[src/rtl/pipelined_normalizer.sv]
// rtl/pipelined_normalizer.sv - two-stage leading-one normalizer with exponent adjust and flags
module pipelined_normalizer #(
    parameter int MANTISSA_N = 25,
    parameter int EXP_N      = 8,
    parameter int TARGET_BIT = 23
) (
    input  logic                  clock,
    input  logic                  reset_n,
    input  logic                  inValid,
    output logic                  inReady,
    input  logic [MANTISSA_N-1:0] mantissa,
    input  logic [EXP_N-1:0]      exp,
    input  logic                  inSticky,
    output logic                  outValid,
    input  logic                  outReady,
    output logic [MANTISSA_N-1:0] normedMantissa,
    output logic [EXP_N-1:0]      normedExp,
    output logic                  sticky,
    output logic                  zero,
    output logic                  overflow,
    output logic                  underflow
);
    localparam int SHIFT_N = $clog2(MANTISSA_N);
    localparam int EW      = EXP_N + 2;
    localparam logic signed [EW-1:0] EXP_SAT  = EW'((1 << EXP_N) - 1);
    localparam logic signed [EW-1:0] EXP_ZERO = '0;

    // Reset asserts immediately, releases two clocks after reset_n rises
    logic [1:0] rst_sync;
    logic       rst_i;

    always_ff @(posedge clock or negedge reset_n) begin
        if (!reset_n) rst_sync <= 2'b00;
        else          rst_sync <= {rst_sync[0], 1'b1};
    end
    assign rst_i = rst_sync[1];

    logic s1_valid;
    logic s1_adv, s2_adv;

    assign s2_adv  = ~outValid | outReady;
    assign s1_adv  = ~s1_valid | s2_adv;
    assign inReady = s1_adv & rst_i;

    logic               lod_found;
    logic [SHIFT_N-1:0] lod_idx;

    always_comb begin
        lod_found = 1'b0;
        lod_idx   = '0;
        for (int i = 0; i < MANTISSA_N; i++) begin
            if (mantissa[i]) begin
                lod_found = 1'b1;
                lod_idx   = SHIFT_N'(i);
            end
        end
    end

    logic [MANTISSA_N-1:0] s1_mant;
    logic [EXP_N-1:0]      s1_exp;
    logic                  s1_sticky;
    logic [SHIFT_N-1:0]    s1_idx;
    logic                  s1_found;

    always_ff @(posedge clock or negedge rst_i) begin
        if (!rst_i) begin
            s1_valid  <= 1'b0;
            s1_mant   <= '0;
            s1_exp    <= '0;
            s1_sticky <= 1'b0;
            s1_idx    <= '0;
            s1_found  <= 1'b0;
        end else if (s1_adv) begin
            s1_valid <= inValid;
            if (inValid) begin
                s1_mant   <= mantissa;
                s1_exp    <= exp;
                s1_sticky <= inSticky;
                s1_idx    <= lod_idx;
                s1_found  <= lod_found;
            end
        end
    end

    logic [SHIFT_N-1:0]    rsh, lsh;
    logic [MANTISSA_N-1:0] lost_mask, shifted;
    logic signed [EW-1:0]  exp_c;
    logic [MANTISSA_N-1:0] n_mant;
    logic [EXP_N-1:0]      n_exp;
    logic                  n_sticky, n_zero, n_ovf, n_unf;

    always_comb begin
        rsh = '0;
        lsh = '0;
        if (s1_idx > SHIFT_N'(TARGET_BIT)) rsh = s1_idx - SHIFT_N'(TARGET_BIT);
        else                               lsh = SHIFT_N'(TARGET_BIT) - s1_idx;
        lost_mask = ~({MANTISSA_N{1'b1}} << rsh);
        shifted   = (s1_mant >> rsh) << lsh;
        // Widened signed exponent so both saturation limits are visible
        exp_c = $signed({2'b00, s1_exp}) + $signed(EW'(s1_idx)) - $signed(EW'(TARGET_BIT));

        n_mant   = '0;
        n_exp    = '0;
        n_sticky = s1_sticky | (|(s1_mant & lost_mask));
        n_zero   = 1'b0;
        n_ovf    = 1'b0;
        n_unf    = 1'b0;
        if (!s1_found) begin
            n_zero   = 1'b1;
            n_sticky = s1_sticky;
        end else if (exp_c >= EXP_SAT) begin
            n_ovf = 1'b1;
            n_exp = '1;
        end else if (exp_c <= EXP_ZERO) begin
            n_unf    = 1'b1;
            n_sticky = 1'b1;
        end else begin
            n_exp  = exp_c[EXP_N-1:0];
            n_mant = shifted;
        end
    end

    always_ff @(posedge clock or negedge rst_i) begin
        if (!rst_i) begin
            outValid       <= 1'b0;
            normedMantissa <= '0;
            normedExp      <= '0;
            sticky         <= 1'b0;
            zero           <= 1'b0;
            overflow       <= 1'b0;
            underflow      <= 1'b0;
        end else if (s2_adv) begin
            outValid <= s1_valid;
            if (s1_valid) begin
                normedMantissa <= n_mant;
                normedExp      <= n_exp;
                sticky         <= n_sticky;
                zero           <= n_zero;
                overflow       <= n_ovf;
                underflow      <= n_unf;
            end
        end
    end
endmodule

[config.mk]
export PLATFORM = sky130hd
export DESIGN_NAME = pipelined_normalizer
export DESIGN_NICKNAME = d
export VERILOG_FILES = /design/src/rtl/pipelined_normalizer.sv
export SDC_FILE = /design/constraint.sdc
export NUM_CORES = 1
export LEC_CHECK = 0
export CORE_MARGIN = 2
export CORE_UTILIZATION = 50
export CTS_CLUSTER_DIAMETER = 60
export DETAILED_ROUTE_END_ITERATION = 8
export PLACE_DENSITY = 0.72
export SETUP_SLACK_MARGIN = 0.2
export SLEW_MARGIN = 5
export SYNTH_ARGS = -nofsm -noshare
export SYNTH_HDL_FRONTEND = slang
export SYNTH_SLANG_ARGS = --single-unit
[constraint.sdc]
create_clock -name clock -period 3.6 [get_ports clock]
set_input_delay 0.9 -clock clock [delete_from_list [all_inputs] [get_ports clock]]
set_output_delay 0.9 -clock clock [all_outputs]
set_load 0.05 [all_outputs]
; Word-level counts from Yosys, hierarchy flattened
; Cells that the tools add are included.
[op_classes]
mux = 66
n_shift = 3
n_addsub = 4
magnitude_cmp = 3
bitwise_logic = 8
n_reduce_logical = 3
[op_table]
columns = operator, n
row1 = $mux 5, 25
row2 = $mux 25, 3
row3 = $mux 1, 35
row4 = $and 25x25->25, 1
row5 = $not 25->25, 1
row6 = $reduce_or 25->1, 1
row7 = $shl 25x5->25, 1
row8 = $shl 25x5->25 const A, 1
row9 = $shr 25x5->25, 1
row10 = $mux 8, 3
row11 = $ge 10x9->1 const B, 1
row12 = $le 10x1->1 const B, 1
row13 = $sub 9x5->10 const B, 1
row14 = $add 8x5->9, 1
row15 = $gt 5x5->1 const B, 1
row16 = $sub 5x5->5 const A, 1
row17 = $sub 5x5->5 const B, 1
row18 = $reduce_and 2->1, 2
row19 = $or 1x1->1, 3
row20 = $not 1->1, 2
row21 = $and 1x1->1, 1
[word_totals]
elab_cells = 101
reg_bits = 81

; Logic depth before layout (Yosys ltp)
[depth]
word_depth = 25
depth_mapped = 18
ltp_nobuf = 14

; Worst setup path before layout
; Ideal clock, no wire load.
[synth_path]
kind = reg2reg
start = register s1_idx[0]
end = register normedMantissa[14]
stages_incl_launch_ff = 19
arrival_ns = 3.737
setup_time_ns = 0.088
n_path_buf = 4
required_ns = 3.512
setup_slack_ns = -0.224
path_cell_list = dfrtp_1 -> buf_2 -> buf_4 -> buf_2 -> inv_1 -> ha_1 -> inv_1 -> ha_1 -> fa_1 -> a211oi_1 -> nor4b_1 -> nand4b_1 -> and4b_1 -> nor3_1 -> nand2_1 -> nor2_1 -> buf_2 -> a31oi_1 -> o211ai_1
[synth_via]
elab_chain_len = 7
elab_cells_between_ends = 14
[synth_rtl]
columns = element, line_no
row1 = start: declaration, 62  ; logic [SHIFT_N-1:0] s1_idx;
row2 = start signal: assignment, 79  ; s1_idx <= lod_idx;
row3 = "parallel branches: the longest is 5 deep, another holds $sub 9x5->10", --
row4 = $mux 25 (*), 111  ; end else if (exp_c >= EXP_SAT) begin
row5 = $mux 25 (*), 108  ; if (!s1_found) begin
row6 = end signal: assignment, 135  ; normedMantissa <= n_mant;
row7 = end: declaration, 16  ; output logic [MANTISSA_N-1:0] normedMantissa,
; Mark *: on every way between the ends.
; A chain may end at the register's enable or synchronous reset.

; Worst setup path in the final report
[layout_path]
start = register s1_idx[3]
end = register sticky
[layout_via]
elab_chain_len = 10
elab_cells_between_ends = 15
[layout_rtl]
columns = element, line_no
row1 = "parallel branches: the longest is 8 deep, another holds $sub 9x5->10", --
row2 = $mux 1 (*), 111
row3 = $mux 1 (*), 108
row4 = end signal: assignment, 137  ; sticky <= n_sticky;
row5 = end: declaration, 18  ; output logic sticky,
; Marked as above.

==> results by group <==
CTS
  • Sink Count: 81
  • Hold-fix buffers, CTS: 0
  • Root buf cell: clkbuf_16
  • H-tree Lvls: 3
  • CTS buffer count: 9
  • Clock transition at path regs: 0.07 ns
  • CTS tree: yes
  • Deepest clock path buffer count: 2
  • Clk_lat worst skew: 0.36 ns

Floorplanning
  • Core area: 0.0139 mm^2
  • Site Rows: 43
  • IO Count: 77
  • Die X: 124 um
  • DIE AREA: 0.0153 mm^2
  • Initial Utilization: 51.5%
  • Die height: 124 um

Detailed routing
  • Remaining DRCs: 0
  • Vias: 8524
  • Drt pass-1 iters: 7
  • Initial drt markers: 1442
  • Routed Antenna Nets: 0
  • WL/cell: 25.0 um
  • WL final: 29700 um
  • Routed vias/inst: 7.15

Timing
  • Pins Over Slew Limit: 0
  • Slew HR: 32.1%
  • Final Hold Fails: 0
  • Final WS setup: -0.0832 ns
  • Clk_skew: 0.0124 ns
  • Hold_ws: 0.375 ns
  • FMAX: 0.272 GHz
  • Final min period: 3.68 ns
  • Final setup violation count: 1
  • Slew of the pin with the lowest slew margin: 1.02 ns
  • Final period utilization: 102%
  • RSZ-0062 raised after global routing: true

Placed design
  • Detail Placement HPWL: 20700 um
  • Routability cong.: 1.10
  • Port bufs: 76
  • Area after DPL: 0.00854 mm^2
  • Pre-CTS setup slack: -0.00325 ns

Yosys
  • Mux share of post-synthesis cell area: 9.39%
  • Post-synthesis register bit count: 81
  • Top FF cell, synth: dfrtp_1
  • Adder-Cell Fraction of Synth Area: 3.21%
  • Post-Syn Area: 0.00718 mm^2
  • Complex-gate fraction of the synthesized area: 30.2%
  • Sequential area share after synthesis: 28.2%
  • Synth Area in Simple Gates: 22.4%
  • Yosys warns: 0
  • Post-synth ARST share: 100%
  • Total nets after synthesis: 921
  • Largest family of logic cells by synthesized area: compound AO/OA/AOI/OAI gates
  • Avg Inst Size Synth: 8.29 um^2
  • Cells after Synth: 866
  • Post-Synth XOR/XNOR Area: 1.05%
  • Post-synth EDFFs: 0
  • Netlist cell types: 94

Setup path
  • Critical setup path kind: flop to flop
  • CP max-delay cell: o41ai_2
  • CP cell instances: inv_1 -> buf_4 -> ha_1 -> inv_1 -> ha_1 -> o21ai_1 -> o211ai_1 -> nand4b_1 -> and4b_2 -> a21oi_2 -> o21ai_0 -> o41ai_2 -> a2bb2oi_1
  • CP required: 3.83 ns
  • CP Launch Type: flop
  • Max incr delay on CP: 0.45 ns
  • Crit-path max FO: 7
  • Worst EP arrival: 3.91 ns
  • Critical Path End Type: flop

GRT
  • Met3 GRT Util: 7.28%
  • Met2 GRT Util: 58.8%
  • Met1 Use GR: 48.4%
  • Largest net degree at the start of global routing: 80
  • GR Overflow Total: 0
  • Number of global-route vias before repair: 7824
  • Antenna violations before repair: 0
  • First-pass GRT wire length: 43800 um
  • Most Used Layer, Global Route: met2
  • GRT Overall Usage: 37.6%

Finish
  • Area grow syn2layout: 34.9%
  • Layout cell share with drive strength beyond 1: 28.5%
  • Final non-filler cell area: 0.00968 mm^2
  • Fin nets: 1062
  • Number of diodes: 0

Flow run
  • Max_cap viols: 0

Worst hold path
  • HP Class: flop to flop

Power and ir drop
  • Peak VDD IR: 380 uV
  • LEAKAGE: 3.79 nW
  • Total power: 6.14 mW
  • Power Dens Cells: 634 mW/mm^2

Status
  • Failing checks: negative setup slack
  • Status: complete, but fails checks
[kinds of logic after synthesis]
family | count (synthesis)
buf+inv | 84
other cells | 1
mux | 56
fa+ha+maj | 18
compound gates | 314
xor+xnor | 6
flops | 81
simple gates | 306
[layout make-up]
cell class | count | area [um^2]
multi-input cells | 701 | 5270
clock inverters | 6 | 75.1
repair buffers | 192 | 1760
clock buffers | 10 | 229
fillers | 1085 | 4250
well taps | 180 | 225
inverters | 22 | 88.8
flip-flops and latches | 81 | 2030
[repair_timing]
action | CTS | global route
pin swaps | 7 | 22
setup buffers | 11 | 27
gates resized for setup | 20 | 84
cloned | 0 | 1
endpoints found under the setup margin | 23 | 27
[state kept, by name, summed over array words and instances (netlist names), 2 cells and up]
register,count
normedExp,8
normedMantissa,25
rst_sync,2
s1_exp,8
s1_idx,5
s1_mant,25
[routing by layer]
layer	share of wire, %	vias up
met2	47	625
met1	38	4096
li1	-	3662
met4	5.6	0
met3	9.5	141
met5	0	-
[worst max-delay path: cells and delay by family (launching register included)]
family	cells	cell delay, ns
adder cells (fa/ha/maj)	2	0.56
AO/OA/AOI/OAI	6	1.57
buffers and inverters	3	0.33
flip-flops	1	0.40
AND/OR/NAND/NOR	2	0.70
[synthesized netlist by cell type, types with 6 or more instances]
library cell	n	area, um^2
o21ai_0	61	305
o31ai_1	9	67.6
mux2_2	41	462
nand3_1	22	110
nor3_1	30	150
a32oi_1	9	78.8
dfrtp_1	81	2030
o21bai_1	7	52.6
nand2b_1	9	56.3
nand2_1	71	267
a221o_1	6	60.1
buf_1	8	30.0
nor2_1	61	229
o221ai_1	8	70.1
a22oi_1	8	60.1
o211ai_1	25	188
a21o_1	6	45.0
ha_1	16	200
a31oi_1	21	131
nor2b_1	7	43.8
buf_2	26	130
mux2i_1	10	100
or2_2	7	43.8
inv_1	22	82.6
a21oi_1	54	270
clkbuf_1	20	75.1
and3_1	6	37.5
nand4_1	17	106
a211oi_1	15	113
nor4_1	25	156
a22o_1	7	61.3
or3_1	11	68.8
o21ai_1	7	35.0
o22ai_1	18	113
[stage by stage]
step | std cells | utilization [%] | TNS [ns]
global placement | 1137 | 61.3 | 0
CTS | 1164 | 64.8 | 0
global route | 1192 | 69.5 | -0.513
finish | 1192 | 69.5 | -0.0832
detailed placement | 1137 | 61.3 | -0.00325
floorplan | 866 | - | 0
[worst paths after layout]
path | depth (start not counted) | end | slack, ns | from
worst max-delay path | 13 | sticky$_DFFE_PN0P_ | -0.08 | s1_idx[3]$_DFFE_PN0P_
min in group asynchronous | 1 | s1_exp[6]$_DFFE_PN0P_ | 0.60 | rst_sync[1]$_DFF_PN0_
worst min register to register | 0 | rst_sync[1]$_DFF_PN0_ | 0.37 | rst_sync[0]$_DFF_PN0_
worst max register to register | 13 | sticky$_DFFE_PN0P_ | -0.08 | s1_idx[3]$_DFFE_PN0P_
max in group asynchronous | 1 | s1_idx[2]$_DFFE_PN0P_ | 2.29 | rst_sync[1]$_DFF_PN0_
worst min-delay path | 0 | rst_sync[1]$_DFF_PN0_ | 0.37 | rst_sync[0]$_DFF_PN0_
[where the power goes]
group,internal [mW],switching (mW)
registers,1.09,0.207
logic,1.49,2.35
clock network,0.550,0.452
[layout by cell type (no fill, tap or decap), types with 7 or more instances in the layout]
| cell | instances |
|---|---|
| or3_1 | 10 |
| mux2_2 | 41 |
| mux2i_1 | 10 |
| a21oi_1 | 49 |
| buf_6 | 11 |
| nor3_1 | 24 |
| o21ai_1 | 11 |
| a31oi_1 | 19 |
| nor2_1 | 56 |
| ha_1 | 10 |
| nand2_1 | 67 |
| o211ai_1 | 25 |
| clkbuf_16 | 10 |
| nor2b_1 | 7 |
| o21bai_1 | 7 |
| o221ai_1 | 8 |
| o31ai_1 | 8 |
| o22ai_1 | 16 |
| dfrtp_1 | 78 |
| nand4_1 | 17 |
| a22oi_1 | 8 |
| nor4_1 | 15 |
| a211oi_1 | 12 |
| inv_1 | 18 |
| nand3_1 | 18 |
| clkdlybuf4s50_1 | 75 |
| nor4_2 | 7 |
| a21oi_2 | 7 |
| nand2b_1 | 8 |
| o21ai_0 | 54 |
| buf_4 | 99 |
| a22o_1 | 7 |
Note: power is estimated with default switching activity, not from simulation.
==> RTL change 1 (config.mk and constraints unchanged) <==
Reset style: synchronous (`reset_n` and `rst_i`), changed in 3 clocked blocks.
--- a/src/rtl/pipelined_normalizer.sv
+++ b/src/rtl/pipelined_normalizer.sv
@@ -30,5 +30,5 @@
     logic       rst_i;
 
-    always_ff @(posedge clock or negedge reset_n) begin
+    always_ff @(posedge clock) begin
         if (!reset_n) rst_sync <= 2'b00;
         else          rst_sync <= {rst_sync[0], 1'b1};
@@ -63,5 +63,5 @@
     logic                  s1_found;
 
-    always_ff @(posedge clock or negedge rst_i) begin
+    always_ff @(posedge clock) begin
         if (!rst_i) begin
             s1_valid  <= 1'b0;
@@ -121,5 +121,5 @@
     end
 
-    always_ff @(posedge clock or negedge rst_i) begin
+    always_ff @(posedge clock) begin
         if (!rst_i) begin
             outValid       <= 1'b0;
Behaviour: differs if reset_n is asserted again (counterexample within 4 cycles, from zero or initial values and one cycle with reset_n low); with reset_n held inactive, the same outputs for 10 cycles.
==> RTL change 1 against the original RTL <==
Global-route usage shrank 3.9 points; wire length shrank 17%; sequential cell count unchanged; area after synthesis down 6.2%; design area shrank 11%; first-iteration DRC count down 45%; worst setup slack gained 0.30 ns; sequential share of layout area decreased by 2.2 points; critical path type unchanged; highest routed layer unchanged.
Power is not compared: it rests on default switching activity, and its combinational part moved more than twofold at a synthesized area within 25%.
==> RTL change 1: results (changes against the original RTL) <==
[setup_path]
cp_max_fo = 13  ; was 7
crit_end = normedMantissa[19]  ; was sticky
max_stage_delay_ns = 0.33  ; was 0.45 ns
rrSetupSlack_ns = 0.22  ; was -0.08 ns
worstPathArrival_ns = 3.64  ; was 3.91 ns
slowest_stage = dfxtp_2  ; was o41ai_2
cp-startpoint = s1_idx[3]  ; unchanged

[cells_and_area]
comb.multi_input.count = 778  ; was 701
seq_share_pct = 18.8  ; was 21.0%
layout.nonclk_buf_share_pct = 17.7  ; was 18.2%
clock_area_share_pct = 3.47  ; was 3.14%
fill_cells = 1223  ; was 1,085
layout.nets = 1118  ; was 1,062
nonClockInverterCount = 20  ; was 22
clock_buffers = 9  ; was 10
layout-drive-gt1-share_pct = 19.4  ; was 28.5%
multiInputGateArea_um2 = 4900  ; was 5270 um^2

[synth]
yosysUniqueCellTypes = 93  ; was 94
synth_compound_area_share_pct = 35.9  ; was 30.2%
synthXorXnorAreaFrac_pct = 0.891  ; was 1.05%
synth_common_cells = 157 x nand2_1, 102 x a21oi_1, 85 x nor2_1  ; was 81 x dfrtp_1, 71 x nand2_1, 61 x nor2_1, 61 x o21ai_0, 54 x a21oi_1
async_flop_share_pct = 0  ; was 100%
syn_avg_cell_area_um2 = 7.10  ; was 8.29 um^2
syn_nets = 1004  ; was 921
yosysSeqAreaShare_pct = 24.1  ; was 28.2%

[worst_hold_path]
min_to = rst_sync[1]  ; unchanged
holdPathStages = 1  ; was 0

[grt]
grt_pass1_vias = 7444  ; was 7,824
grt_max_degree = 63  ; was 80

[route]
drt_iter0_drc = 786  ; was 1,442
num_vias = 7986  ; was 8,524
wl_per_cell_um = 19.7  ; was 25.0 um

[outcome]
outcome = finished, final reports clean  ; was finished with violations

[placement]
gp_congestion = 0.954  ; was 1.10
dp_hpwl_um = 18200  ; was 20,700 um

[sta]
tightest_slew_ns = 0.659  ; was 1.02 ns

## RTL change 1: cell types whose count changed after synthesis, sizes merged, moves of 14 or more
cell,delta
nand2,+85
dfrtp,-81
dfxtp,+81
a21oi,+50
nand3,+43
mux2,-36
clkbuf,+24
nor2,+23
nor4,-20
buf,-15
o211ai,-14
## RTL change 1: repair_timing
item,4_1_cts,5_1_grt
pin swaps,3,14
hold endpoints to repair,0,0
gates cloned,0,1
buffers inserted,2,7
resized for setup,9,41
setup endpoints to repair,18,26
## RTL change 1: per-stage QoR
stage	hold slack, ns	setup slack, ns	utilization [%]
2_1_floorplan	0.406	0.205	-
3_3_place_gp	0.416	0.0589	61.3
3_5_place_dp	0.416	0.0293	61.3
4_1_cts	0.440	0.210	64.0
5_1_grt	0.463	0.117	65.6
6_report	0.436	0.221	65.6
## RTL change 1: per-layer routing
layer	track usage, %	vias up	wire length, um
met1	46.0	3762	10500
met4	13.2	0	939
met3	5.09	81	1850
li1	-	3763	-
met2	53.2	380	11300
met5	0	-	0
==> RTL change 2 (same flow settings) <==
Made on the original files. The parameter `EXP_N` goes from 8 to 7.
--- a/src/rtl/pipelined_normalizer.sv
+++ b/src/rtl/pipelined_normalizer.sv
@@ -2,5 +2,5 @@
 module pipelined_normalizer #(
     parameter int MANTISSA_N = 25,
-    parameter int EXP_N      = 8,
+    parameter int EXP_N      = 7,
     parameter int TARGET_BIT = 23
 ) (
Ports: changed (resized exp and normedExp); port bits go from 77 to 75. No check against the original RTL was run, so the function may have changed too.
==> RTL change 2 against the original RTL <==
Sequential cell count decreased by 2; power decreased by 5.1%; design area decreased by 0.48%; count of clock-buffer cells in the layout decreased by 1; area after synthesis increased by 2.9%; non-clock buffer count decreased by 2; worst setup slack improved by 0.18 ns; wire length decreased by 11%; first-iteration DRC count decreased by 33%; utilization decreased by 2.9 points; worst hold slack got worse by 0.026 ns; sequential power decreased by 5%.
==> RTL change 2: results (changes against the original RTL) <==
[outcome]
outcome = finished, final reports clean  ; was finished with violations

[cells_and_area]
clock_buffers = 9  ; was 10
non_clock_buffer_count = 190  ; was 192
multi_input_area_share_pct = 55.1  ; was 54.5%
clock_area_share_pct = 2.97  ; was 3.14%
fill_cells = 1207  ; was 1,085
ff_latch_area_um2 = 1980  ; was 2030 um^2

[synth]
synthXorXnorAreaFrac_pct = 0.576  ; was 1.05%
synth_compound_area_share_pct = 33.4  ; was 30.2%
synth.area.top_cells = dfrtp_1 27%, mux2_2 7.2%, nand2_1 4.1%  ; was dfrtp_1 28%, mux2_2 6.4%, o21ai_0 4.3%
yosysUniqueCellTypes = 98  ; was 94
synthCells = 873  ; was 866
synth_common_cells = 80 x nand2_1, 79 x dfrtp_1, 51 x nor2_1  ; was 81 x dfrtp_1, 71 x nand2_1, 61 x nor2_1, 61 x o21ai_0, 54 x a21oi_1

[grt]
grt_max_degree = 78  ; was 80
grt_pass1_vias = 7416  ; was 7,824
grt_util_met2_pct = 51.2  ; was 58.8%

[route]
firstDrtPassIters = 5  ; was 7
drt_wl_total_um = 26400  ; was 29,700 um
num_vias = 8109  ; was 8,524
via_per_inst = 6.81  ; was 7.15
drt_iter0_drc = 966  ; was 1,442

[sta]
tightest_slew_ns = 0.966  ; was 1.02 ns
finalClockSkew_ns = 0.00945  ; was 0.0124 ns

[pwr]
p_leak_uw = 0.00388  ; was 0.00379 uW
combPwrFrac_pct = 63.2  ; was 62.5%
clkPwrFrac_pct = 15.5  ; was 16.3%
ir_worst_vdd_mv = 0.304  ; was 0.380 mV

[placement]
dpl_worst_slack_ns = 0.0518  ; was -0.00325 ns
dp_hpwl_um = 19200  ; was 20,700 um
port-buffer-count = 74  ; was 76

[setup_path]
worstPathArrival_ns = 3.79  ; was 3.91 ns
crit_family = simple AND/OR/NAND/NOR gates  ; was compound AO/OA/AOI/OAI gates

[clock_tree]
clock_sinks = 79  ; was 81

-- RTL change 2: worst paths after layout --
check,startpoint,end,slack (ns),depth (start not counted)
worst max-delay path,s1_idx[1],normedMantissa[20],0.1,13
worst min-delay path,rst_sync[0],rst_sync[1],0.35,0
worst max register to register,s1_idx[1],normedMantissa[20],0.1,13
worst min register to register,rst_sync[0],rst_sync[1],0.35,0
max in group asynchronous,rst_sync[1],s1_idx[0],2.36,1
min in group asynchronous,rst_sync[1],s1_found,0.58,1
-- RTL change 2: timing repair --
action | CTS | global route
endpoints found under the hold margin | 0 | 0
pin swaps | 6 | 20
endpoints found under the setup margin | 23 | 24
buffers inserted | 13 | 21
cloned | 1 | 0
gates resized for setup | 17 | 57
-- RTL change 2: routing by layer --
layer | part of all wire (%) | vias up | routed length [um]
li1 | - | 3691 | -
met1 | 42 | 3871 | 11100
met2 | 46 | 456 | 12200
met3 | 7.9 | 91 | 2090
met4 | 3.8 | 0 | 1010
met5 | 0 | - | 0
